==> src/rtl/izero_intc_pkg.sv <==
// Shared interrupt-controller definitions: jump opcodes, cause codes and FSM encoding.
// The jump opcode constants are also consumed by the watchdog.
package izero_intc_pkg;

   localparam logic [5:0] OP_JR  = 6'b010010;
   localparam logic [5:0] OP_JF  = 6'b010101;
   localparam logic [5:0] OP_J   = 6'b111100;
   localparam logic [5:0] OP_JTM = 6'b111101;
   localparam logic [5:0] OP_JAL = 6'b111110;

   typedef enum logic [1:0] {
      CAUSE_NONE = 2'b00,
      CAUSE_WD   = 2'b01,
      CAUSE_IO   = 2'b10
   } cause_t;

   typedef enum logic [1:0] {
      ST_IDLE      = 2'b00,
      ST_WAIT_SAFE = 2'b01,
      ST_REQ       = 2'b10,
      ST_HANDLER   = 2'b11
   } state_t;

   function automatic logic is_jump(input logic [5:0] op);
      case (op)
         OP_JR, OP_JF, OP_J, OP_JTM, OP_JAL: is_jump = 1'b1;
         default:                            is_jump = 1'b0;
      endcase
   endfunction

endpackage

==> src/rtl/irq_edge_detect.sv <==
// Registered rising-edge detector: flags a cycle where sig is high but was low
// at the previous clock edge.
module irq_edge_detect (
   input  logic clk,
   input  logic reset,
   input  logic sig,
   output logic rise
);

   logic sig_q_r;

   // one-cycle delayed copy of the input
   always_ff @(posedge clk or posedge reset) begin
      if (reset) begin
         sig_q_r <= 1'b0;
      end else begin
         sig_q_r <= sig;
      end
   end

   assign rise = sig & ~sig_q_r;

endmodule

==> src/rtl/interrupt_controller.sv <==
// Defers watchdog / I/O interrupts to a safe user-mode, non-jump boundary, latches
// epc and cause, then handshakes with the control unit. I/O source under INTC_IO_IRQ_EN.
module interrupt_controller
   import izero_intc_pkg::*;
#(
   parameter int PC_WIDTH = 32
) (
   input  logic                clk,
   input  logic                reset,
   input  logic                wd_irq,
   input  logic                io_irq,
   input  logic                isUser,
   input  logic [5:0]          opcode,
   input  logic                instr_valid,
   input  logic [PC_WIDTH-1:0] pc,
   input  logic                int_ack,
   input  logic                rfi,
   output logic                int_req,
   output logic [1:0]          cause,
   output logic [PC_WIDTH-1:0] epc,
   output logic                busy
);

   state_t              state_r;
   state_t              state_nxt_s;
   cause_t              cause_r;
   logic [PC_WIDTH-1:0] epc_r;
   logic                pend_wd_r;
   logic                pend_io_s;
   logic                int_req_r;
   logic                busy_r;
   logic                int_req_nxt_s;
   logic                busy_nxt_s;
   logic                safe_s;
   logic                capture_s;
   logic                ack_s;

   assign safe_s    = instr_valid & isUser & ~is_jump(opcode);
   assign capture_s = (state_r == ST_WAIT_SAFE) & safe_s;
   assign ack_s     = (state_r == ST_REQ) & int_ack;

`ifdef INTC_IO_IRQ_EN
   logic io_rise_s;
   logic pend_io_r;

   irq_edge_detect u_io_edge (
      .clk   (clk),
      .reset (reset),
      .sig   (io_irq),
      .rise  (io_rise_s)
   );

   // a new edge wins over an ack clearing the same bit
   always_ff @(posedge clk or posedge reset) begin
      if (reset) begin
         pend_io_r <= 1'b0;
      end else begin
         pend_io_r <= io_rise_s | (pend_io_r & ~(ack_s & (cause_r == CAUSE_IO)));
      end
   end

   assign pend_io_s = pend_io_r;
`else
   logic unused_io_s;
   assign unused_io_s = io_irq;
   assign pend_io_s   = 1'b0;
`endif

   // watchdog pending bit, only sampled before a request is raised
   always_ff @(posedge clk or posedge reset) begin
      if (reset) begin
         pend_wd_r <= 1'b0;
      end else if (ack_s && (cause_r == CAUSE_WD)) begin
         pend_wd_r <= 1'b0;
      end else if (wd_irq && ((state_r == ST_IDLE) || (state_r == ST_WAIT_SAFE))) begin
         pend_wd_r <= 1'b1;
      end else begin
         pend_wd_r <= pend_wd_r;
      end
   end

   // state register
   always_ff @(posedge clk or posedge reset) begin
      if (reset) begin
         state_r <= ST_IDLE;
      end else begin
         state_r <= state_nxt_s;
      end
   end

   // next-state logic; rfi is only meaningful in HANDLER
   always_comb begin
      state_nxt_s = state_r;
      case (state_r)
         ST_IDLE: begin
            if (isUser && (pend_io_s || pend_wd_r)) state_nxt_s = ST_WAIT_SAFE;
            else                                    state_nxt_s = ST_IDLE;
         end
         ST_WAIT_SAFE: begin
            if (!isUser)     state_nxt_s = ST_IDLE;
            else if (safe_s) state_nxt_s = ST_REQ;
            else             state_nxt_s = ST_WAIT_SAFE;
         end
         ST_REQ: begin
            if (int_ack) state_nxt_s = ST_HANDLER;
            else         state_nxt_s = ST_REQ;
         end
         ST_HANDLER: begin
            if (rfi) state_nxt_s = ST_IDLE;
            else     state_nxt_s = ST_HANDLER;
         end
         default: state_nxt_s = ST_IDLE;
      endcase
   end

   // outputs decoded from the next state so they can be registered without lag
   always_comb begin
      int_req_nxt_s = 1'b0;
      busy_nxt_s    = 1'b0;
      case (state_nxt_s)
         ST_REQ:     begin int_req_nxt_s = 1'b1; busy_nxt_s = 1'b1; end
         ST_HANDLER: begin int_req_nxt_s = 1'b0; busy_nxt_s = 1'b1; end
         default:    begin int_req_nxt_s = 1'b0; busy_nxt_s = 1'b0; end
      endcase
   end

   // registered handshake outputs
   always_ff @(posedge clk or posedge reset) begin
      if (reset) begin
         int_req_r <= 1'b0;
         busy_r    <= 1'b0;
      end else begin
         int_req_r <= int_req_nxt_s;
         busy_r    <= busy_nxt_s;
      end
   end

   // capture of return address and cause; I/O has priority
   always_ff @(posedge clk or posedge reset) begin
      if (reset) begin
         cause_r <= CAUSE_NONE;
         epc_r   <= {PC_WIDTH{1'b0}};
      end else if (capture_s) begin
         cause_r <= pend_io_s ? CAUSE_IO : CAUSE_WD;
         epc_r   <= pc + {{(PC_WIDTH-1){1'b0}}, 1'b1};
      end else begin
         cause_r <= cause_r;
         epc_r   <= epc_r;
      end
   end

   assign int_req = int_req_r;
   assign busy    = busy_r;
   assign cause   = cause_r;
   assign epc     = epc_r;

endmodule

==> config.mk <==
export PLATFORM = sky130hd
export DESIGN_NAME = interrupt_controller
export DESIGN_NICKNAME = d
export VERILOG_FILES = /design/src/rtl/izero_intc_pkg.sv /design/src/rtl/irq_edge_detect.sv /design/src/rtl/interrupt_controller.sv
export SDC_FILE = /design/constraint.sdc
export NUM_CORES = 1
export LEC_CHECK = 0
export CAP_MARGIN = 20
export CORE_MARGIN = 4
export CORE_UTILIZATION = 39
export DETAILED_ROUTE_END_ITERATION = 12
export GPL_ROUTABILITY_DRIVEN = 0
export MAX_ROUTING_LAYER = met4
export PLACE_DENSITY = 0.76
export SLEW_MARGIN = 20
export SYNTH_ARGS = -nofsm -noshare
export SYNTH_HDL_FRONTEND = slang
export SYNTH_SLANG_ARGS = --single-unit
export TNS_END_PERCENT = 50
==> constraint.sdc <==
create_clock -name clk -period 1.3 [get_ports clk]
set_input_delay 0.13 -clock clk [delete_from_list [all_inputs] [get_ports clk]]
set_output_delay 0.13 -clock clk [all_outputs]
set_load 0.02 [all_outputs]
## Word-level counts from Yosys, hierarchy flattened

Cells that the tools add are included.

| word-level totals | value |
|---|---|
| register bits | 38 |
| bits of input ports | 46 |
| output and inout port bits | 36 |
| logic and storage cells | 41 |

| operators by class | value |
|---|---|
| add/subtract/negate cells | 1 |
| equality and inequality tests | 10 |
| mux-type cells | 11 |
| bitwise operators | 5 |
| reduce and logical (&&, ||, !) cells | 8 |

Operator list:

| cell | number |
|---|---|
| adder 32 x 1 -> 32 bit, second input constant | 1 |
| equality test 6 bit, second input constant | 3 |
| equality test 6 x 5 -> 1 bit, second input constant | 2 |
| equality test 2 bit, second input constant | 4 |
| case mux 2 bit (4 select lines) | 1 |
| two-way mux 1 bit | 7 |
| two-way mux 2 bit | 3 |
| OR reduction 5 bit | 1 |
| bitwise AND 1 bit | 4 |
| logical AND 1 bit | 3 |
| equality test 2 x 1 -> 1 bit, second input constant | 1 |
| zero test 2 bit | 1 |
| nonzero test 2 bit | 1 |
| OR reduction 2 bit | 1 |
| logical OR 1 bit | 1 |
| inverter 1 bit | 1 |

## Depth between registers and ports, before layout

Gate-level depths: netlist of run 1.

| depth | value |
|---|---|
| word-level depth | 11 |
| gate-level depth with buffers | 7 |
| gate-level depth less buffers | 6 |

## Worst setup path before layout of run 1

No wires, ideal clock.

| timing | value |
|---|---|
| path kind | register -> register |
| start | reg state_r[1] |
| end | reg epc_r[1] (netlist: epc[1]) |
| data arrival time | 1.282 ns |
| data required time | 1.175 ns |
| setup slack | -0.107 ns |
| cell stages (with the launch flop) | 6 |
| buffers on the path | 1 |
| period minus slack after synthesis | 1.407 ns |
| path through | dfrtp_1 > inv_1 > and4_1 > o211a_1 > buf_2 > mux2_2 |

| between the ends | value |
|---|---|
| longest elaborated chain between the ends | 2 |

RTL lines:

| element | RTL line | text |
|---|---|---|
| start, declared | interrupt_controller.sv:24 | `state_t state_r;` |
| start signal, assigned | interrupt_controller.sv:87 | `state_r <= state_nxt_s;` |
| equality test 2 x 1 -> 1 bit | interrupt_controller.sv:39 | `assign capture_s = (state_r == ST_WAIT_SAFE) & safe_s;` |
| bitwise AND 1 bit | interrupt_controller.sv:39 |  |
| end signal, assigned | interrupt_controller.sv:142 | `epc_r <= {PC_WIDTH{1'b0}};` |
| end signal, assigned | interrupt_controller.sv:145 | `epc_r <= pc + {{(PC_WIDTH-1){1'b0}}, 1'b1};` |
| end signal, assigned | interrupt_controller.sv:148 | `epc_r <= epc_r;` |
| end, declared | interrupt_controller.sv:27 | `logic [PC_WIDTH-1:0] epc_r;` |

No other way between the ends.
A chain may end at the register's enable or synchronous reset.

## Worst setup path in the final report of run 1

Ends and elaborated chain as after synthesis.

==> metrics.txt, run 1 <==
# TYPE chip_impl_metric gauge
chip_impl_metric{name="design_area",unit="um^2"} 3780
chip_impl_metric{name="placed_cell_area",unit="um^2"} 3410
chip_impl_info{name="netlist.top_cell.by_area",value="sky130_fd_sc_hd__dfrtp_1"} 1
chip_impl_metric{name="grt_pass1_vias",unit=""} 2255
chip_impl_metric{name="clock_tree.buffer_depth",unit=""} 2
chip_impl_metric{name="num-nets-final",unit=""} 416
chip_impl_metric{name="fin_cells",unit=""} 440
chip_impl_metric{name="synth-async-reset-ratio",unit="%"} 100
chip_impl_metric{name="die_area",unit="um^2"} 6610
chip_impl_metric{name="routedLengthMet1",unit="um"} 2730
chip_impl_metric{name="wl_per_cell",unit="um"} 14.7
chip_impl_metric{name="post_drt_via_cell_ratio",unit=""} 4.98
chip_impl_metric{name="worst_skew_pair.late_latency",unit="ps"} 290
chip_impl_metric{name="route.vias.total",unit=""} 2191
chip_impl_metric{name="timing.fmax",unit="GHz"} 0.699
chip_impl_metric{name="synth-warning-count",unit=""} 0
chip_impl_metric{name="fin_tns_setup",unit="ps"} -1720
chip_impl_metric{name="final-max-slew-violation-count",unit=""} 0
chip_impl_metric{name="grt_pass1_wl",unit="um"} 10500
chip_impl_metric{name="post-route-drc-count",unit=""} 0
chip_impl_metric{name="timing.max_cap.violations",unit=""} 0
chip_impl_metric{name="cts.clk_slew.worst_paths",unit="ps"} 80
chip_impl_metric{name="detailedRoute.firstIterationViolations",unit=""} 48
chip_impl_info{name="criticalPathCategory",value="reg2reg"} 1
chip_impl_info{name="setup.worst_path.end_class",value="flip-flop"} 1
chip_impl_metric{name="overflow",unit=""} 0
chip_impl_metric{name="area.growth.synth_to_final",unit="%"} 80.4
chip_impl_metric{name="postSynthRegisterBits",unit=""} 38
chip_impl_metric{name="top_level_ports",unit=""} 82
chip_impl_metric{name="number_of_antenna_violations_at_the_first_check_in_global_routing",unit=""} 0
chip_impl_metric{name="place.detailed.hpwl",unit="um"} 4560
chip_impl_metric{name="yosysUniqueCellTypes",unit=""} 41
chip_impl_metric{name="final_hold_slack",unit="ps"} 218
chip_impl_metric{name="final_core_util",unit="%"} 73.1
chip_impl_metric{name="mappedNetlistArea",unit="um^2"} 2090
chip_impl_metric{name="critical_path.max_fanout",unit=""} 7
chip_impl_info{name="leading_cell_types_by_total_area_after_synthesis",value="sky130_fd_sc_hd__dfrtp_1 45%, sky130_fd_sc_hd__xor2_1 8.4%, sky130_fd_sc_hd__a21oi_1 7.4%, sky130_fd_sc_hd__nor2_1 6.5%, sky130_fd_sc_hd__xnor2_1 4.2%"} 1
chip_impl_metric{name="num_antenna_cells",unit=""} 0
chip_impl_metric{name="fin_ws",unit="ps"} -130
chip_impl_info{name="min_path_type",value="in2async"} 1
chip_impl_info{name="top_routing_layer_in_use",value="met4"} 1
chip_impl_metric{name="mappedNetlistNets",unit=""} 271
chip_impl_metric{name="clock_sink_count",unit=""} 38
chip_impl_info{name="cts_tree",value="yes"} 1
chip_impl_metric{name="ys_seq_area_share",unit="%"} 45.4
chip_impl_metric{name="initial_utilization",unit="%"} 40.5
chip_impl_metric{name="p_leak",unit="nW"} 1.64
chip_impl_info{name="synth_commonest_cells",value="38 x sky130_fd_sc_hd__dfrtp_1, 36 x sky130_fd_sc_hd__nor2_1, 31 x sky130_fd_sc_hd__a21oi_1"} 1
chip_impl_info{name="clk_root_buffer_cell",value="sky130_fd_sc_hd__clkbuf_8"} 1
chip_impl_metric{name="synth_edf_count",unit=""} 0
chip_impl_metric{name="post_synthesis_area_per_instance",unit="um^2"} 9.35
chip_impl_metric{name="period_utilization_post_route",unit="%"} 110
chip_impl_metric{name="max-vdd-ir-drop",unit="mV"} 0.888
chip_impl_metric{name="tritoncts.num_buffers",unit=""} 5
chip_impl_metric{name="rows",unit=""} 26
chip_impl_metric{name="worstPathRequired",unit="ps"} 1470
chip_impl_info{name="critical_path.startpoint_type",value="flip-flop"} 1
chip_impl_metric{name="die_height",unit="um"} 81.3
chip_impl_metric{name="dpl.cell_count",unit=""} 423
chip_impl_metric{name="pwr_density_cell",unit="nW/um^2"} 1580
chip_impl_info{name="failed_checks",value="negative setup slack"} 1
chip_impl_info{name="dominantRegCellSynth",value="sky130_fd_sc_hd__dfrtp_1"} 1
chip_impl_info{name="grt_setup_unrepaired",value="true"} 1
chip_impl_info{name="outcome",value="complete, but fails checks"} 1
chip_impl_metric{name="finalWirelength",unit="um"} 6460
chip_impl_metric{name="setup_viol",unit=""} 29
chip_impl_metric{name="routed-wl-met2",unit="um"} 3350
chip_impl_metric{name="finalHoldViolCount",unit=""} 0
chip_impl_metric{name="post-route-min-period",unit="ps"} 1430
chip_impl_metric{name="synth_largest_type_area_fraction",unit="%"} 45.4
chip_impl_metric{name="global_route_usage_over_all_layers",unit="%"} 21.4
chip_impl_metric{name="drt_first_pass_iters",unit=""} 4
chip_impl_metric{name="final_layout_size_suffix_gt1_share",unit="%"} 34.6
chip_impl_metric{name="grt_max_degree",unit=""} 39
chip_impl_metric{name="finClkSkew",unit="ps"} 6.47
chip_impl_metric{name="netlist_instances",unit=""} 224
chip_impl_metric{name="timing.critical_path.arrival",unit="ps"} 1600
chip_impl_metric{name="count_of_nets_left_with_antenna_violations_after_detail_routing",unit=""} 0
chip_impl_info{name="synthMostInstantiatedCell",value="sky130_fd_sc_hd__dfrtp_1"} 1
chip_impl_metric{name="htree_levels",unit=""} 2
chip_impl_metric{name="routed-wl-met3",unit="um"} 295
chip_impl_metric{name="die_w",unit="um"} 81.3
chip_impl_metric{name="core_region",unit="um^2"} 5170
chip_impl_metric{name="portBuffers",unit=""} 79
-- state kept, by name (all words and copies together) (netlist names) --
name / cells
state_r: 2
int_req: 1
busy: 1
pend_wd_r: 1
epc: 32
cause: 1
-- per-layer routing --
metal	vias up	global-route usage [%]
met5	-	-
met4	0	5.07
met3	10	4.43
met2	65	36.6
met1	1052	25.7
li1	1064	-
-- layout by cell type (no fill, tap or decap), types with 2 or more instances in the layout --
cell	netlist	routed
sky130_fd_sc_hd__nand2_1	16	14
sky130_fd_sc_hd__inv_1	7	6
sky130_fd_sc_hd__nor4_2	1	2
sky130_fd_sc_hd__buf_4	1	53
sky130_fd_sc_hd__a21o_1	2	2
sky130_fd_sc_hd__nor4_4	2	2
sky130_fd_sc_hd__buf_6	0	3
sky130_fd_sc_hd__buf_8	0	5
sky130_fd_sc_hd__nor2_4	0	6
sky130_fd_sc_hd__and3_1	4	4
sky130_fd_sc_hd__dlygate4sd2_1	0	59
sky130_fd_sc_hd__clkdlybuf4s50_1	0	17
sky130_fd_sc_hd__nor2b_1	3	2
sky130_fd_sc_hd__nor3_1	3	3
sky130_fd_sc_hd__xor2_1	20	19
sky130_fd_sc_hd__nand3_1	10	6
sky130_fd_sc_hd__dfrtp_1	38	38
sky130_fd_sc_hd__nand4_1	8	8
sky130_fd_sc_hd__nor2_1	36	21
sky130_fd_sc_hd__xnor2_1	10	10
sky130_fd_sc_hd__buf_12	0	4
sky130_fd_sc_hd__a21oi_1	31	19
sky130_fd_sc_hd__nor2_2	0	9
sky130_fd_sc_hd__clkdlybuf4s15_1	0	3
sky130_fd_sc_hd__nand4_4	1	2
sky130_fd_sc_hd__a21oi_2	1	13
sky130_fd_sc_hd__clkbuf_8	0	6
sky130_fd_sc_hd__nand3_2	0	4
-- logic make-up (layout without fill, tap and decap cells) --
kind of cell,after synthesis,after routing,synth area share [%]
AOI/OAI and AO/OA,41,41,11.1
xor gates and xnor gates,30,30,12.5
adders and majority gates,1,1,0.597
buffers and inverters,15,161,3.23
DFF,38,38,45.4
muxes,2,2,1.02
other,1,1,0.179
and+or+nand+nor,96,96,26.0
-- final timing paths --
path | from | to | slack [ps] | cells after the start
max in group asynchronous | reset | epc[29]$_DFFE_PP0P_ | 890 | 3
setup / recovery | state_r[1]$_DFF_PP0_ | epc[1]$_DFFE_PP0P_ | -130 | 5
hold / removal | reset | epc[16]$_DFFE_PP0P_ | 220 | 3
setup reg to reg | state_r[1]$_DFF_PP0_ | epc[1]$_DFFE_PP0P_ | -130 | 5
hold reg to reg | cause[0]$_DFFE_PP0P_ | pend_wd_r$_DFFE_PP0P_ | 500 | 1
min in group clk | pc[0] | epc[0]$_DFFE_PP0P_ | 290 | 3
-- stage by stage --
step	total power, mW	setup slack [ps]
after floorplan	3.48	-14.3
after global placement	5.08	-510
after detailed placement	5.16	-597
after CTS	5.84	-124
after global routing	6.39	-169
final	5.98	-130
-- cell type report --
cell class	count	area, um^2
Fill cell	386	1390
Timing Repair Buffer	146	1340
Multi-Input combinational cell	171	1290
Sequential cell	38	951
Tap cell	70	87.6
Clock buffer	7	86.3
Inverter	7	26.3
Clock inverter	1	5.00
-- where the power goes --
part / switching, mW / internal [mW]
Sequential: 0.374 / 1.75
Clock: 0.400 / 0.428
Combinational: 1.64 / 1.39
-- worst max-delay path, cell delays in order (launching register included) --
cell,delay (ps)
sky130_fd_sc_hd__dfrtp_1,390
sky130_fd_sc_hd__inv_2,60
sky130_fd_sc_hd__and4_1,200
sky130_fd_sc_hd__o211a_4,200
sky130_fd_sc_hd__buf_12,160
sky130_fd_sc_hd__mux2_4,300
-- repair_timing --
item | 4_1_cts | 5_1_grt
setup buffers | 6 | 1
hold buffers | 0 | 0
gates resized for setup | 106 | 28
pin swaps | 17 | 7
gates cloned | 3 | 0
endpoints found under the setup margin | 71 | 37
Note: power is estimated with default switching activity, not from simulation.
==> inputs of run 2 (changes only) <==
--- a/config.mk
+++ b/config.mk
@@ -5,8 +5,8 @@
 export SDC_FILE = /design/constraint.sdc
 export NUM_CORES = 1
 export LEC_CHECK = 0
+export ABC_CLOCK_PERIOD_IN_PS = 1300
 export CAP_MARGIN = 20
-export CORE_MARGIN = 4
 export CORE_UTILIZATION = 39
 export DETAILED_ROUTE_END_ITERATION = 12
 export GPL_ROUTABILITY_DRIVEN = 0
==> run 2 against run 1 <==
Against the previous run: via count up 3.4%; highest routed layer unchanged; largest power group unchanged; flip-flop and latch count unchanged; wire length up 9.3%; critical path depth up 1; the run still ends with negative setup slack left; non-clock buffer count up 2.
==> metrics.txt, run 2 (synthesized netlist as in run 1, its figures left out) <==
# TYPE chip_impl_metric gauge
chip_impl_info{name="outcome",value="complete, but fails checks"} 1
chip_impl_info{name="failed_checks",value="negative setup slack"} 1
chip_impl_metric{name="cts.clk_slew.worst_paths",unit="ps"} 70
chip_impl_metric{name="portBuffers",unit=""} 79
chip_impl_info{name="worst_path_top_cell_family_by_delay",value="flip-flops"} 1
chip_impl_info{name="crit_path_cell_trace",value="inv_2 -> and4_4 -> o211a_4 -> clkbuf_16 -> nor2_1 -> a21oi_1"} 1
chip_impl_metric{name="timing.max_cap.violations",unit=""} 0
chip_impl_metric{name="finalHoldViolCount",unit=""} 0
chip_impl_metric{name="cell_internal_pwr",unit="mW"} 3.55
chip_impl_metric{name="worstPathRequired",unit="ps"} 1520
chip_impl_metric{name="design_area",unit="um^2"} 3810
chip_impl_metric{name="count_of_nets_left_with_antenna_violations_after_detail_routing",unit=""} 0
chip_impl_metric{name="layout.area.seq",unit="um^2"} 951
chip_impl_metric{name="number_of_antenna_violations_at_the_first_check_in_global_routing",unit=""} 0
chip_impl_metric{name="final_core_util",unit="%"} 74.2
chip_impl_metric{name="design_power_total",unit="mW"} 6.05
chip_impl_metric{name="initial_utilization",unit="%"} 40.7
chip_impl_metric{name="multiInputGateArea",unit="um^2"} 1340
chip_impl_metric{name="post-route-min-period",unit="ps"} 1400
chip_impl_metric{name="path_buf_inv",unit=""} 2
chip_impl_metric{name="fill_cells",unit=""} 406
chip_impl_metric{name="top_level_ports",unit=""} 82
chip_impl_metric{name="tritoncts.num_buffers",unit=""} 5
chip_impl_info{name="criticalPathCategory",value="reg2reg"} 1
chip_impl_metric{name="finClkSkew",unit="ps"} 6.09
chip_impl_metric{name="fin_ws",unit="ps"} -103
chip_impl_metric{name="pwr_density_cell",unit="nW/um^2"} 1580
chip_impl_metric{name="timing.fmax",unit="GHz"} 0.713
chip_impl_info{name="crit_slowest_cell",value="sky130_fd_sc_hd__dfrtp_1"} 1
chip_impl_metric{name="max-vdd-ir-drop",unit="mV"} 1.02
chip_impl_metric{name="setup_viol",unit=""} 35
chip_impl_metric{name="final-max-slew-violation-count",unit=""} 0
chip_impl_metric{name="clock_sink_count",unit=""} 38
chip_impl_metric{name="overflow",unit=""} 0
chip_impl_info{name="cts_tree",value="yes"} 1
chip_impl_info{name="worstReg2RegEnd",value="epc[22]$_DFFE_PP0P_"} 1
chip_impl_info{name="critical_path.startpoint_type",value="flip-flop"} 1
chip_impl_metric{name="final_layout_size_suffix_gt1_share",unit="%"} 36.5
chip_impl_info{name="startpoint_of_the_most_critical_register_to_register_path",value="state_r[1]$_DFF_PP0_"} 1
chip_impl_metric{name="drt_first_pass_iters",unit=""} 4
chip_impl_metric{name="htree_levels",unit=""} 2
chip_impl_metric{name="post-route-drc-count",unit=""} 0
chip_impl_metric{name="fin_tns_setup",unit="ps"} -1530
chip_impl_metric{name="p_leak",unit="nW"} 1.66
chip_impl_metric{name="period_utilization_post_route",unit="%"} 108
chip_impl_info{name="min_path_type",value="in2async"} 1
chip_impl_metric{name="num_antenna_cells",unit=""} 0
chip_impl_metric{name="num-nets-final",unit=""} 420
chip_impl_metric{name="timing.critical_path.arrival",unit="ps"} 1620
chip_impl_metric{name="power_switching_share",unit="%"} 41.2
chip_impl_metric{name="grt_pass1_wl",unit="um"} 10300
chip_impl_info{name="clk_root_buffer_cell",value="sky130_fd_sc_hd__clkbuf_8"} 1
chip_impl_metric{name="route.vias.total",unit=""} 2266
chip_impl_info{name="commonest_non_fill_non_tap_cells_in_the_layout",value="61 x sky130_fd_sc_hd__dlygate4sd2_1, 57 x sky130_fd_sc_hd__buf_4, 38 x sky130_fd_sc_hd__dfrtp_1, 20 x sky130_fd_sc_hd__xor2_1, 17 x sky130_fd_sc_hd__a21oi_1"} 1
chip_impl_metric{name="area.growth.synth_to_final",unit="%"} 82.1
chip_impl_metric{name="wl_per_cell",unit="um"} 15.9
chip_impl_metric{name="worst_skew_pair.late_latency",unit="ps"} 290
chip_impl_metric{name="clock_tree.buffer_depth",unit=""} 2
chip_impl_info{name="layout_commonest_cell",value="sky130_fd_sc_hd__dlygate4sd2_1"} 1
chip_impl_metric{name="finalWirelength",unit="um"} 7060
chip_impl_metric{name="grt_pass1_vias",unit=""} 2280
chip_impl_metric{name="detailedRoute.firstIterationViolations",unit=""} 74
chip_impl_metric{name="core_region",unit="um^2"} 5140
chip_impl_info{name="setup.worst_path.end_class",value="flip-flop"} 1
chip_impl_info{name="grt_setup_unrepaired",value="true"} 1
chip_impl_metric{name="power.share.combinational",unit="%"} 51.6
chip_impl_metric{name="share_clk_of_total_power",unit="%"} 12.9
chip_impl_metric{name="largest_register_ffs",unit=""} 32
chip_impl_metric{name="die_area",unit="um^2"} 5670
chip_impl_metric{name="grt_max_degree",unit=""} 39
chip_impl_metric{name="p_sw",unit="mW"} 2.49
chip_impl_metric{name="die_w",unit="um"} 75.3
chip_impl_metric{name="placed_cell_area",unit="um^2"} 3400
chip_impl_metric{name="post_drt_via_cell_ratio",unit=""} 5.12
chip_impl_metric{name="die_height",unit="um"} 75.3
chip_impl_metric{name="place.detailed.hpwl",unit="um"} 4360
chip_impl_metric{name="rows",unit=""} 26
chip_impl_metric{name="critical_path.max_fanout",unit=""} 8
chip_impl_metric{name="worst_path_largest_cell_delay",unit="ps"} 400
chip_impl_metric{name="power.share.sequential",unit="%"} 35.5
chip_impl_metric{name="reg2reg_depth",unit=""} 6
chip_impl_metric{name="setup.reg_to_reg.worst_slack",unit="ps"} -100
chip_impl_metric{name="final_hold_slack",unit="ps"} 198
chip_impl_metric{name="global_route_usage_over_all_layers",unit="%"} 25.4
run 2: cell types whose count changed in the layout (fill, tap and decap cells not counted), sizes merged:
cell and delta:
clkbuf +2, clkdlybuf4s15 -2, dlygate4sd2 +2, o211a +2
clkdlybuf4s50 -1, clkinv -1, dlymetal6s2s +1
run 2: cell type report:
cell class                 count  area share [%]
timing repair buffer         148            35.0
clock buffer                   7            2.00
sequential                    38            24.9
multi-input combinational    173            35.1
inverter                       7           0.689
tap                           70            2.30
run 2: metal layers:
| metal | track usage [%] | wire [um] | vias up |
|---|---|---|---|
| li1 | - | - | 1078 |
| met1 | 29.8 | 2870 | 1104 |
| met2 | 43.8 | 3740 | 71 |
| met3 | 4.69 | 312 | 13 |
| met4 | 8.23 | 137 | 0 |
| met5 | - | 0 | - |
run 2: metrics by stage:
stage,worst slack [ps],instances
3_5_place_dp,-622,423
5_1_grt,-130,443
4_1_cts,-81.5,440
2_1_floorplan,-14.3,224
6_report,-103,443
3_3_place_gp,-583,423
run 2: worst max-delay path by stage:
stage,from,end,slack [ps],cells after the start
after floorplan,state_r[1]$_DFF_PP0_,epc[1]$_DFFE_PP0P_,-10,5
after global placement,pc[0],epc[26]$_DFFE_PP0P_,-580,7
after detailed placement,opcode[5],epc[14]$_DFFE_PP0P_,-620,7
after CTS,state_r[1]$_DFF_PP0_,epc[7]$_DFFE_PP0P_,-80,6
after global routing,state_r[1]$_DFF_PP0_,epc[22]$_DFFE_PP0P_,-130,6
final,state_r[1]$_DFF_PP0_,epc[22]$_DFFE_PP0P_,-100,6
run 2: what timing repair did:
action                                 in CTS  in global routing
hold buffers                                0                  0
setup buffers                               6                  0
pin swaps                                  15                  5
endpoints found under the hold margin       0                  0
resized for setup                          93                 41
cloned                                      4                  3
setup endpoints to repair                  72                 36
run 2: worst min-delay path, cell delays in order:
cell,delay [ps]
sky130_fd_sc_hd__clkdlybuf4s50_1,390
sky130_fd_sc_hd__inv_1,90
sky130_fd_sc_hd__buf_12,240
run 2: power groups by stage:
stage | clock [mW] | sequential [mW] | combinational, mW
finish | 0.781 | 2.15 | 3.12
global placement | 0 | 2.08 | 2.95
CTS | 0.784 | 2.06 | 2.80
floorplan | 0 | 2.72 | 0.754
detailed placement | 0 | 2.09 | 3.02
global route | 0.831 | 2.21 | 3.33
==> variant (config.mk and constraints of run 1) <==
Encoding of `state_t`: now one-hot (4 bits for 4 states).
--- a/src/rtl/izero_intc_pkg.sv
+++ b/src/rtl/izero_intc_pkg.sv
@@ -15,9 +15,9 @@
    } cause_t;
 
-   typedef enum logic [1:0] {
-      ST_IDLE      = 2'b00,
-      ST_WAIT_SAFE = 2'b01,
-      ST_REQ       = 2'b10,
-      ST_HANDLER   = 2'b11
+   typedef enum logic [3:0] {
+      ST_IDLE      = 4'b0001,
+      ST_WAIT_SAFE = 4'b0010,
+      ST_REQ       = 4'b0100,
+      ST_HANDLER   = 4'b1000
    } state_t;
 
Function: same outputs for any inputs over 10 cycles, from zero or initial values and one cycle with reset high; not proved beyond that.
==> variant against run 1 <==
The run still ends with negative setup slack left. Largest power group unchanged. Routed wire length grew 4.4%. Sequential cell count rose by 2. Cell area rose by 6.4%. Count of clock-buffer cells in the layout down 1. Synthesized area up 8.5%. Worst setup slack worse by 0.18 ns. Total power decreased by 3.3%. Critical endpoint is now epc[7]. Critical path depth grew 1. Largest cell class is now multi-input combinational cells.
==> variant: results (changes against run 1) <==
- Syn avg cell area: 10.6 sq um (+14%)
- Top cell category: multi-input combinational cells
- Share of layout cells above drive strength 1: 37.2% (+2.6 points)
- Worst slack, placed: -0.804 ns (-0.208 ns)
- Violated checks: negative setup slack
- Final wirelength: 6740 um (+4.4%)
- Syn nets: 261 (-3.7%)
- HP Class: input pin to async pin
- Max IR drop VDD: 0.955 mV (+7.6%)
- Post-synthesis cell count: 214 (-4.5%)
- Nonclk buf count: 151 (+3.4%)
- Fill cell count: 421 (+9.1%)
- Met1 Use GR: 23.3% (-2.3 points)
- Post-route setup slack: -0.314 ns (-0.184 ns)
- Vias per std cell: 5.08 (+2.1%)
- Vias: 2227 (+1.6%)
- Family with the most delay on the worst path: simple AND/OR/NAND/NOR gates
- Sink Count: 40 (+5.3%)
- Fin nets: 412 (-0.96%)
- Number of global-route vias before repair: 2314 (+2.6%)
- Post-DP HPWL: 4610 um (+1.1%)
- Layout Utilization: 72.1% (-0.95 points)
- Met3 WL: 326 um (+11%)
- Clock buf count: 6 (-1)
- FF-to-FF path depth: 6 (+1)
- WL met2: 3360 um (+0.36%)
- WL met1: 2970 um (+8.8%)
- DRT Pass-1 Iters: 6 (+2)
- Leak: 1.94 nW (+18%)
- Setup Skew: 0.00465 ns (-0.00183 ns)
- Final setup fails: 36 (+24%)
- Post-CTS Resized: 78 (-26%)
- Clock latency on the worst-skew pair: 0.29 ns (about the same)
- Ranking of synthesized cells by area: dfrtp_1 (43%), mux2_2 (12%), xnor2_1 (10%)
- Placed Instances: 416 (-1.7%)
- Post-CTS Repair Setup Buffers: 9 (+3)
- Largest net degree at the start of global routing: 41 (+5.1%)
- Overall Global Routing Usage: 18.9% (-2.4 points)
- Fin Hold WS: 0.181 ns (-0.0367 ns)
- Clock buf/inv share: 3.02% (+0.60 points)
- Initial drt markers: 51 (+6.3%)
- Sequential element share of the synthesized area: 44.1% (-1.3 points)
- RR Endpoint: epc[7]
- First-pass GRT wire length: 10800 um (+2.4%)
- Multi-input comb cells: 161 (-5.8%)
- Non-clk invs: 6 (-1)
- Area of the multi-input gates: 1420 sq um (+10%)
- Routing usage on met3: 4.61% (+0.18 points)
- Top cell types by occurrence after synthesis: dfrtp_1 (39), xnor2_1 (26), mux2_2 (25)
- Cts bufs inserted: 5 (unchanged)
- Arrival @ worst endpoint: 1.79 ns (+0.19 ns)
- Worst Path Max Fanout: 8 (+1)
- Status: finished with violations
- Crit Reg-Reg Startpoint: state_r[2]
- Clk buf depth: 2 (unchanged)
- Buffering overhead: 34.0% (-1.3 points)
- Area after DPL: 3580 sq um (+4.9%)
- GR Util met2: 31.6% (-5.1 points)
- Seq area share: 24.9% (-0.23 points)
-- variant: cell count changes after synthesis, sizes merged, moves of 4 or more --
cell,change
nor2,-28
mux2,+25
a21oi,-18
xor2,-18
xnor2,+16
nand2,-6
nand3,+6
nand2b,+5
and3,+4
-- variant: where the power goes --
group / total (W) / leakage (nW) / switching [W] / internal (W)
Clock: 0.00108 / 0.0614 / 0.000452 / 0.000628
Sequential: 0.00206 / 0.504 / 0.000285 / 0.00177
Combinational: 0.00265 / 1.37 / 0.00131 / 0.00134
Total: 0.00579 / 1.94 / 0.00204 / 0.00375
-- variant: cells by family after synthesis --
logic type | Yosys count | synth area share (%)
AOI/OAI and AO/OA | 25 | 6.88
xor gates and xnor gates | 28 | 10.8
adders and majority gates | 1 | 0.551
buffers and inverters | 13 | 3.08
DFF | 40 | 44.1
muxes | 27 | 13.3
other | 1 | 0.165
and+or+nand+nor | 79 | 21.1
